`config.mk`:
```
export PLATFORM = sky130hd
export DESIGN_NAME = alu_op_sequencer_flat
export DESIGN_NICKNAME = d
export VERILOG_FILES = /design/src/rtl/alu_op_sequencer_if.sv /design/src/rtl/alu_op_sequencer.sv /design/src/flat_wrapper.sv
export SDC_FILE = /design/constraint.sdc
export NUM_CORES = 1
export LEC_CHECK = 0
export ABC_AREA = 1
export ABC_CLOCK_PERIOD_IN_PS = 1800
export CORE_MARGIN = 1
export CORE_UTILIZATION = 50
export CTS_CLUSTER_SIZE = 25
export DETAILED_ROUTE_END_ITERATION = 8
export PLACE_DENSITY = 0.87
export SLEW_MARGIN = 20
export SYNTH_ARGS = -nofsm -noshare
export SYNTH_HDL_FRONTEND = slang
export SYNTH_SLANG_ARGS = --single-unit
export TNS_END_PERCENT = 20
```
`constraint.sdc`:
```
create_clock -name clk -period 1.8 [get_ports clk]
set_input_delay 0.36 -clock clk [delete_from_list [all_inputs] [get_ports clk]]
set_output_delay 0.36 -clock clk [all_outputs]
set_load 0.1 [all_outputs]
```
`src/rtl/alu_op_sequencer_if.sv`:
```
// Request/response channel bundle for alu_op_sequencer.
// master: the client issuing ops and consuming results.
// slave : the sequencer itself.
interface alu_op_sequencer_if;
  logic       req_valid;
  logic       req_ready;
  logic [1:0] req_op;
  logic [3:0] req_a;
  logic [3:0] req_b;
  logic       rsp_valid;
  logic       rsp_ready;
  logic [7:0] rsp_result;
  logic       rsp_err;

  modport master (
    output req_valid, req_op, req_a, req_b, rsp_ready,
    input  req_ready, rsp_valid, rsp_result, rsp_err
  );

  modport slave (
    input  req_valid, req_op, req_a, req_b, rsp_ready,
    output req_ready, rsp_valid, rsp_result, rsp_err
  );
endinterface

```
`src/rtl/alu_op_sequencer.sv`:
```
// alu_op_sequencer: multi-cycle front end for the 4-bit ALU.
// ADD/SUB take one EXEC step, MUL (shift-add) and DIV (restoring) take four.
// Optional divider: define ALU_SEQ_DIV_EN to build it; otherwise opcode 11
// completes immediately with rsp_err=1 and a zero result.
//
// state | meaning
// IDLE  | waiting for a request, req_ready high
// EXEC  | iterating the datapath, one step per cycle
// DONE  | first cycle formats the response, then holds rsp_valid until taken
module alu_op_sequencer (
  input  logic                clk,
  input  logic                rst,
  alu_op_sequencer_if.slave   bus,
  output logic                busy
);

  localparam logic [1:0] OP_ADD = 2'b00;
  localparam logic [1:0] OP_SUB = 2'b01;
  localparam logic [1:0] OP_MUL = 2'b10;
  localparam logic [1:0] OP_DIV = 2'b11;

  typedef enum logic [1:0] {IDLE, EXEC, DONE} state_t;

  state_t     state;
  logic [1:0] op_q;
  logic [3:0] a_q;
  logic [3:0] b_q;
  logic [7:0] acc;
  logic [1:0] step_q;
  logic       err_q;
  logic       ready_q;
  logic       rsp_valid_q;
  logic [7:0] rsp_result_q;
  logic       rsp_err_q;
  logic       busy_q;

  logic [7:0] acc_nxt;
  logic [4:0] sum5;
  logic [4:0] diff5;
  logic       last_step;

`ifdef ALU_SEQ_DIV_EN
  logic [1:0] div_k;
  logic [4:0] rem_sh;
`endif

  // ready is masked by rst so it reads low throughout a reset cycle
  assign bus.req_ready  = ready_q & ~rst;
  assign bus.rsp_valid  = rsp_valid_q;
  assign bus.rsp_result = rsp_result_q;
  assign bus.rsp_err    = rsp_err_q;
  assign busy           = busy_q;

  assign sum5      = {1'b0, a_q} + {1'b0, b_q};
  assign diff5     = {1'b0, a_q} + {1'b0, ~b_q} + 5'd1;
  assign last_step = (op_q[1] == 1'b0) ? 1'b1 : (step_q == 2'd3);

  // one datapath step for the latched op; acc holds {rem, quotient} for DIV
  always_comb begin
    acc_nxt = acc;
`ifdef ALU_SEQ_DIV_EN
    div_k  = 2'd3 - step_q;
    rem_sh = {acc[7:4], a_q[div_k]};
`endif
    case (op_q)
      OP_ADD: acc_nxt = {3'b000, sum5};
      OP_SUB: acc_nxt = {3'b000, diff5};
      OP_MUL: begin
        if (b_q[step_q]) acc_nxt = acc + ({4'h0, a_q} << step_q);
      end
      OP_DIV: begin
`ifdef ALU_SEQ_DIV_EN
        // remainder fits in 4 bits after the conditional subtract
        if (rem_sh >= {1'b0, b_q}) begin
          acc_nxt[7:4]  = rem_sh[3:0] - b_q;
          acc_nxt[div_k] = 1'b1;
        end else begin
          acc_nxt[7:4] = rem_sh[3:0];
        end
`else
        acc_nxt = acc;
`endif
      end
      default: acc_nxt = acc;
    endcase
  end

  // control FSM with registered handshake outputs
  always_ff @(posedge clk) begin
    if (rst) begin
      state        <= IDLE;
      op_q         <= OP_ADD;
      a_q          <= 4'h0;
      b_q          <= 4'h0;
      acc          <= 8'h00;
      step_q       <= 2'd0;
      err_q        <= 1'b0;
      ready_q      <= 1'b1;
      rsp_valid_q  <= 1'b0;
      rsp_result_q <= 8'h00;
      rsp_err_q    <= 1'b0;
      busy_q       <= 1'b0;
    end else begin
      case (state)
        IDLE: begin
          if (bus.req_valid && ready_q) begin
            op_q    <= bus.req_op;
            a_q     <= bus.req_a;
            b_q     <= bus.req_b;
            acc     <= 8'h00;
            step_q  <= 2'd0;
            err_q   <= 1'b0;
            ready_q <= 1'b0;
            busy_q  <= 1'b1;
            if (bus.req_op == OP_DIV) begin
`ifdef ALU_SEQ_DIV_EN
              if (bus.req_b == 4'h0) begin
                acc   <= {bus.req_a, 4'hF};
                err_q <= 1'b1;
                state <= DONE;
              end else begin
                state <= EXEC;
              end
`else
              err_q <= 1'b1;
              state <= DONE;
`endif
            end else begin
              state <= EXEC;
            end
          end
        end
        EXEC: begin
          acc    <= acc_nxt;
          step_q <= step_q + 2'd1;
          if (last_step) state <= DONE;
        end
        DONE: begin
          if (!rsp_valid_q) begin
            rsp_valid_q  <= 1'b1;
            rsp_result_q <= acc;
            rsp_err_q    <= err_q;
          end else if (bus.rsp_ready) begin
            rsp_valid_q <= 1'b0;
            ready_q     <= 1'b1;
            busy_q      <= 1'b0;
            state       <= IDLE;
          end
        end
        default: state <= IDLE;
      endcase
    end
  end

endmodule

```
`src/flat_wrapper.sv`:
```
// flat-port wrapper written by rule: the top's interface ports become plain ports
module alu_op_sequencer_flat 
  (clk, rst, busy, bus_req_valid, bus_req_op, bus_req_a, bus_req_b, bus_rsp_ready, bus_req_ready, bus_rsp_valid, bus_rsp_result, bus_rsp_err);
  alu_op_sequencer_if bus_i ();
  input  logic clk;
  input  logic rst;
  output logic busy;
  input wire logic [$bits(bus_i.req_valid)-1:0] bus_req_valid;
  input wire logic [$bits(bus_i.req_op)-1:0] bus_req_op;
  input wire logic [$bits(bus_i.req_a)-1:0] bus_req_a;
  input wire logic [$bits(bus_i.req_b)-1:0] bus_req_b;
  input wire logic [$bits(bus_i.rsp_ready)-1:0] bus_rsp_ready;
  output wire logic [$bits(bus_i.req_ready)-1:0] bus_req_ready;
  output wire logic [$bits(bus_i.rsp_valid)-1:0] bus_rsp_valid;
  output wire logic [$bits(bus_i.rsp_result)-1:0] bus_rsp_result;
  output wire logic [$bits(bus_i.rsp_err)-1:0] bus_rsp_err;
  assign bus_i.req_valid = bus_req_valid;
  assign bus_i.req_op = bus_req_op;
  assign bus_i.req_a = bus_req_a;
  assign bus_i.req_b = bus_req_b;
  assign bus_i.rsp_ready = bus_rsp_ready;
  assign bus_req_ready = bus_i.req_ready;
  assign bus_rsp_valid = bus_i.rsp_valid;
  assign bus_rsp_result = bus_i.rsp_result;
  assign bus_rsp_err = bus_i.rsp_err;
  alu_op_sequencer u_core (.clk(clk), .rst(rst), .bus(bus_i), .busy(busy));
endmodule
```
; ---- Word level (Yosys, flattened, before mapping)
; Cells that the tools add are included.
[op_classes]
n_mux = 26
n_shift = 1
reduce_logical = 11
bitwise_logic = 4
n_eq_ne = 13
addsub = 5
n_lt_le_gt_ge = 1
[op_table]
columns = cell, count
row1 = case mux 8 bit (3 select lines), 1
row2 = two-way mux 8 bit, 2
row3 = case mux 8 bit (2 select lines), 1
row4 = two-way mux 2 bit, 6
row5 = AND reduction 4 bit, 3
row6 = two-way mux 1 bit, 11
row7 = adder 4 x 4 -> 5 bit, 2
row8 = equality test 2 bit (second input constant), 5
row9 = adder 8 bit, 1
row10 = << shifter 4 x 2 -> 8 bit, 1
row11 = != test 2 x 1 -> 1 bit (second input constant), 3
row12 = case mux 2 bit (3 select lines), 1
row13 = AND reduction 2 bit, 3
row14 = adder 5 x 1 -> 5 bit (second input constant), 1
row15 = equality test 2 x 1 -> 1 bit (second input constant), 2
row16 = zero test 2 bit, 2
row17 = != test 2 bit (second input constant), 2
row18 = inverter 4 bit, 1
row19 = case mux 1 bit (2 select lines), 2
row20 = case mux 2 bit (2 select lines), 1
row21 = nonzero test 2 bit, 2
row22 = < comparator 2 x 3 -> 1 bit (second input constant), 1
row23 = != test 3 x 2 -> 1 bit (second input constant), 1
row24 = adder 2 x 1 -> 2 bit (second input constant), 1
row25 = other kinds (4), 5
[word_totals]
input_bits = 14
word_cells = 73
out_inout_bits = 12
reg_bits = 35

; ---- Longest topological paths before layout
[logic_depth]
depth_word = 5
ltp_mapped = 16
mapped_depth_nobuf = 16

; ---- Least setup slack after synthesis
; OpenSTA, ideal clock, no wires.
[synth_timing]
path_kind = input to output
start = input port rst
end = output port bus_req_ready
path_buffers = 1
cell_stages = 2
required_ps = 1440
setup_slack_ps = -406
t_arrival_ps = 1846
cell_sequence = clkbuf_1 -> nor2_1
[synth_via]
elab_chain_len = 2
[synth_rtl]
columns = element, line_no
row1 = start: declaration, flat_wrapper.sv:6  ; input logic rst;
row2 = inverter 1 bit, alu_op_sequencer.sv:48  ; assign bus.req_ready = ready_q & ~rst;
row3 = AND 1 bit, alu_op_sequencer.sv:48
row4 = end: declaration, flat_wrapper.sv:13  ; output wire logic [$bits(bus_i.req_ready)-1:0] bus_req_ready;
; Every way passes these cells.

; ---- Worst setup path in the final report
[layout_timing]
start = register u_core.step_q[0]
end = register u_core.acc[4]
[layout_via]
elab_chain_len = 5
elab_cells_between_ends = 9
cone_classes = 1 x add/sub / 1 x eq/ne / 1 x shift / 5 x mux / 1 x reduce/logical
[layout_rtl]
columns = element, line_no
row1 = start: declaration, alu_op_sequencer.sv:29  ; logic [1:0] step_q;
row2 = start signal: assignment, alu_op_sequencer.sv:135  ; step_q <= step_q + 2'd1;
row3 = << shifter 4 x 2 -> 8 bit, alu_op_sequencer.sv:69  ; if (b_q[step_q]) acc_nxt = acc + ({4'h0, a_q} << step_q);
row4 = adder 8 bit, alu_op_sequencer.sv:69
row5 = two-way mux 8 bit, alu_op_sequencer.sv:69
row6 = case mux 8 bit (3 select lines), alu_op_sequencer.sv:65  ; case (op_q)
row7 = case mux 8 bit (2 select lines), alu_op_sequencer.sv:104  ; case (state)
row8 = end signal: assignment, alu_op_sequencer.sv:134  ; acc <= acc_nxt;
row9 = end: declaration, alu_op_sequencer.sv:28  ; logic [7:0] acc;
; Parallel ways exist; a longest one is shown, timed or not. The select of a mux whose other input is x is not followed.
; A chain may end at the register's enable or synchronous reset.

==> reports/metrics.yaml <==
outcome:
  status: "complete, but fails checks"
  violations: "setup timing"
power:
  seqPwrFrac_pct: 35.9
  switching_share_pct: 40.23
  power_frac_clock_pct: 21.8
  vdd_drop_max_mv: 0.8965
  p_switching_mw: 1.076
  power_density_nw_per_um2: 902.7
  p_leak_nw: 1.368
  pwr-share-comb_pct: 42.3
  intPower_mw: 1.599
sta:
  relSlewSlack_pct: 75.71
  report.final.setup_viol: 6
  fin_crit_sh_pct: 110.9
  rsz0062_at_grt: "yes"
  setup_tns_ns: -0.3798
  slew_violations: 0
  holdWs_ns: 0.5033
  final.setup_skew_ns: 0.006456
  finalHoldViolations: 0
  period_minus_slack_ns: 1.997
  tightest_slew_ns: 0.3615
  fmax_mhz: 500.8
  fin_ws_ns: -0.1967
critical_path:
  crit_required_ns: 1.99
  endpoint: "u_core.acc[4]$_SDFFE_PP0P_"
  cp-startpoint: "u_core.step_q[0]$_SDFFE_PP0P_"
  critPathArrivalTime_ns: 2.18
  cp_num_buf_inv: 2
  r2r-end: "u_core.acc[4]$_SDFFE_PP0P_"
  crit_family: "simple AND/OR/NAND/NOR gates"
  reg2regPathDepth: 13
  path_common_cell: "nand2_1"
  slowest_stage: "dfxtp_4"
  r2r-start: "u_core.step_q[0]$_SDFFE_PP0P_"
  end_kind: "register"
  path_cells: "mux2i_2, mux2i_1, ha_1, nand2_1, nand2_1, inv_1, nand3b_1, nand3_1, nand2_1, nand2_2, nand2_2, inv_2, nor2_2"
  rrSetupSlack_ns: -0.20
  crit_path_max_incr_delay_ns: 0.39
  cp.depth: 13
  criticalPathCategory: "register to register"
  startpoint_type: "register"
  critPathMaxFanout: 5
cts:
  htreeDepth: 2
  clkTransAtPathRegs_ns: 0.07
  cts_buffers: 5
  cts_tree: "yes"
  cts_num_sinks: 35
  cts-root-buf: "clkbuf_8"
  clkLatencyLatePin_ns: 0.29
  cts.path.max_buffers: 2
detailed_routing:
  drc_errors: 0
  antenna_left: 0
  drt_wl_total_um: 6437
  avgViaCountPerCell: 5.860
  drtIter0Drc: 234
  wl_per_cell_um: 15.33
  drt_pre_antenna_iters: 5
  dr_total_vias: 2461
place:
  globalplace.congestion: 0.9278
  dpl.hpwl_um: 4418
  dp_slack_ns: -0.1922
  numPortBuffers: 25
logic_synthesis:
  syn_area_um2: 2233
  synth_edf_count: 0
  synth_seq_area_share_pct: 31.37
  async_reset_ff_share_pct: 0
  ys_types: 28
  synth-main-ff-cell: "dfxtp_1"
  synth_cells: 323
  ys_warn_count: 0
  synth_seq_cells: 35
  syn-num-nets: 359
  synth.avg_cell_area_um2: 6.915
global_route:
  grt_pass1_wl_um: 9998
  gr-usage-all-layers_pct: 28.90
  grt-ovfl-total: 0
  grt_start_max_net_pins: 18
  antenna_found_initial: 0
  grt_pass1_vias: 2267
floorplanning:
  placementRows: 23
  die-area_um2: 4738
  fp.dieH_um: 68.84
  start_util_pct: 53.89
  core_area_um2: 4144
  die_x_um: 68.84
  io_pins: 26
run:
  maxCapViolCount: 0
final_layout:
  diodes: 0
  drive_gt1_share_pct: 22.43
  fillers: 290
  final_nets: 406
  area_growth_pct: 32.66
hold_path:
  hold_class: "register to register"
  hold_path_depth: 2
per-stage QoR:
stage	power, mW	instances	util, %	area [µm²]
after global placement	1.959	409	66.61	2760
after CTS	2.598	419	70.47	2920
final	2.674	420	71.50	2963
after global routing	2.785	420	71.50	2963
after detailed placement	1.992	409	66.61	2760
after floorplan	1.646	323	-	2236
power groups by stage:
stage               Sequential (mW)  Clock [mW]  Combinational (mW)
floorplan                      1.10           0               0.546
global placement              0.959           0                1.00
detailed placement            0.962           0                1.03
CTS                           0.950       0.578                1.07
global route                  0.966       0.602                1.22
finish                        0.959       0.584                1.13
routing by layer:
metal  wire length (µm)  vias up  share of wire (%)  global-route usage, %
li1                   -     1162                  -                      -
met1               2562     1129                 40                  34.14
met2               3150      139                 49                  51.96
met3                479       31                7.4                  4.276
met4                245        0                3.8                  11.73
met5                  0        -                  0                      0
registers in the layout (all words and copies together) (netlist names):
register,flops
u_core.step_q,2
u_core.b_q,4
u_core.busy,1
u_core.state,2
u_core.ready_q,1
u_core.bus.rsp_valid,1
u_core.err_q,1
u_core.bus.rsp_err,1
u_core.op_q,2
u_core.acc,8
u_core.a_q,4
u_core.bus.rsp_result,8
cells in the mapped netlist (4+ instances only):
cell type | number | area share [%]
a21oi_1 | 25 | 5.6
nor2_1 | 49 | 8.2
buf_2 | 4 | 0.90
ha_1 | 19 | 11
o21ai_0 | 20 | 4.5
inv_2 | 8 | 1.3
dfxtp_1 | 35 | 31
inv_1 | 28 | 4.7
nand3_1 | 29 | 6.5
nand2_1 | 57 | 9.6
nand4_1 | 4 | 1.1
o21ai_1 | 14 | 3.1
area by class of cell:
type                       instances  area [µm²]  area share, %
multi-input combinational        241        1396          47.13
tap                               50       62.56          2.111
sequential                        35       711.9          24.03
clock buffer                       6       82.58          2.787
clock inverter                     1       5.005         0.1689
timing repair buffer              50       565.5          19.09
inverter                          37       138.9          4.687
cell usage in the layout, fill, tap and decap left out, types with 2 or more instances in the layout:
| cell | netlist | routed |
|---|---|---|
| buf_12 | 0 | 12 |
| dfxtp_2 | 0 | 3 |
| buf_4 | 0 | 23 |
| a21oi_1 | 25 | 23 |
| a21oi_2 | 2 | 4 |
| nand2_2 | 2 | 4 |
| nand2_1 | 57 | 55 |
| nor2_2 | 2 | 3 |
| fa_2 | 0 | 2 |
| buf_6 | 3 | 2 |
| nor3_1 | 3 | 3 |
| a211oi_1 | 2 | 2 |
| nand2_4 | 2 | 2 |
| o21ai_2 | 0 | 4 |
| o21ai_1 | 14 | 14 |
| o21ai_0 | 20 | 16 |
| nand3b_1 | 2 | 2 |
| inv_1 | 28 | 27 |
| ha_4 | 0 | 2 |
| clkdlybuf4s50_1 | 0 | 13 |
| dfxtp_4 | 0 | 2 |
| inv_2 | 8 | 9 |
| nand4_1 | 4 | 4 |
| clkbuf_8 | 0 | 6 |
| nand3_1 | 29 | 28 |
| dfxtp_1 | 35 | 30 |
| nand3_2 | 2 | 3 |
| ha_1 | 19 | 17 |
| nor2_1 | 49 | 48 |
kinds of logic after synthesis:
family	after synthesis	share of synthesized area (%)
AO/OA/AOI/OAI	65	15.41
adder cells (fa/ha/maj)	22	13.33
flip-flops	35	31.37
AND/OR/NAND/NOR	152	29.80
buffers and inverters	47	9.187
multiplexers	2	0.8964
how the worst min path moves through the flow:
stage,from,endpoint,slack (ns)
global route,u_core.err_q$_SDFFE_PP0P_,u_core.bus.rsp_err$_SDFFE_PP0P_,0.52
detailed placement,u_core.err_q$_SDFFE_PP0P_,u_core.bus.rsp_err$_SDFFE_PP0P_,0.49
CTS,u_core.busy$_SDFFE_PP0P_,u_core.busy$_SDFFE_PP0P_,0.51
finish,u_core.busy$_SDFFE_PP0P_,u_core.busy$_SDFFE_PP0P_,0.50
floorplan,u_core.err_q$_SDFFE_PP0P_,u_core.bus.rsp_err$_SDFFE_PP0P_,0.46
global placement,u_core.err_q$_SDFFE_PP0P_,u_core.err_q$_SDFFE_PP0P_,0.49
tightest hold or removal path, stage by stage (launching register included):
cell     delay (ns)
dfxtp_1        0.34
nand2_1        0.07
a21oi_1        0.05
repair_timing:
action                     CTS  global route
pin swaps                    5             2
hold buffers                 0             0
resized for setup           20            11
setup endpoints to repair    7             7
buffers inserted             3             1
Power figures use the tool's default switching activity.
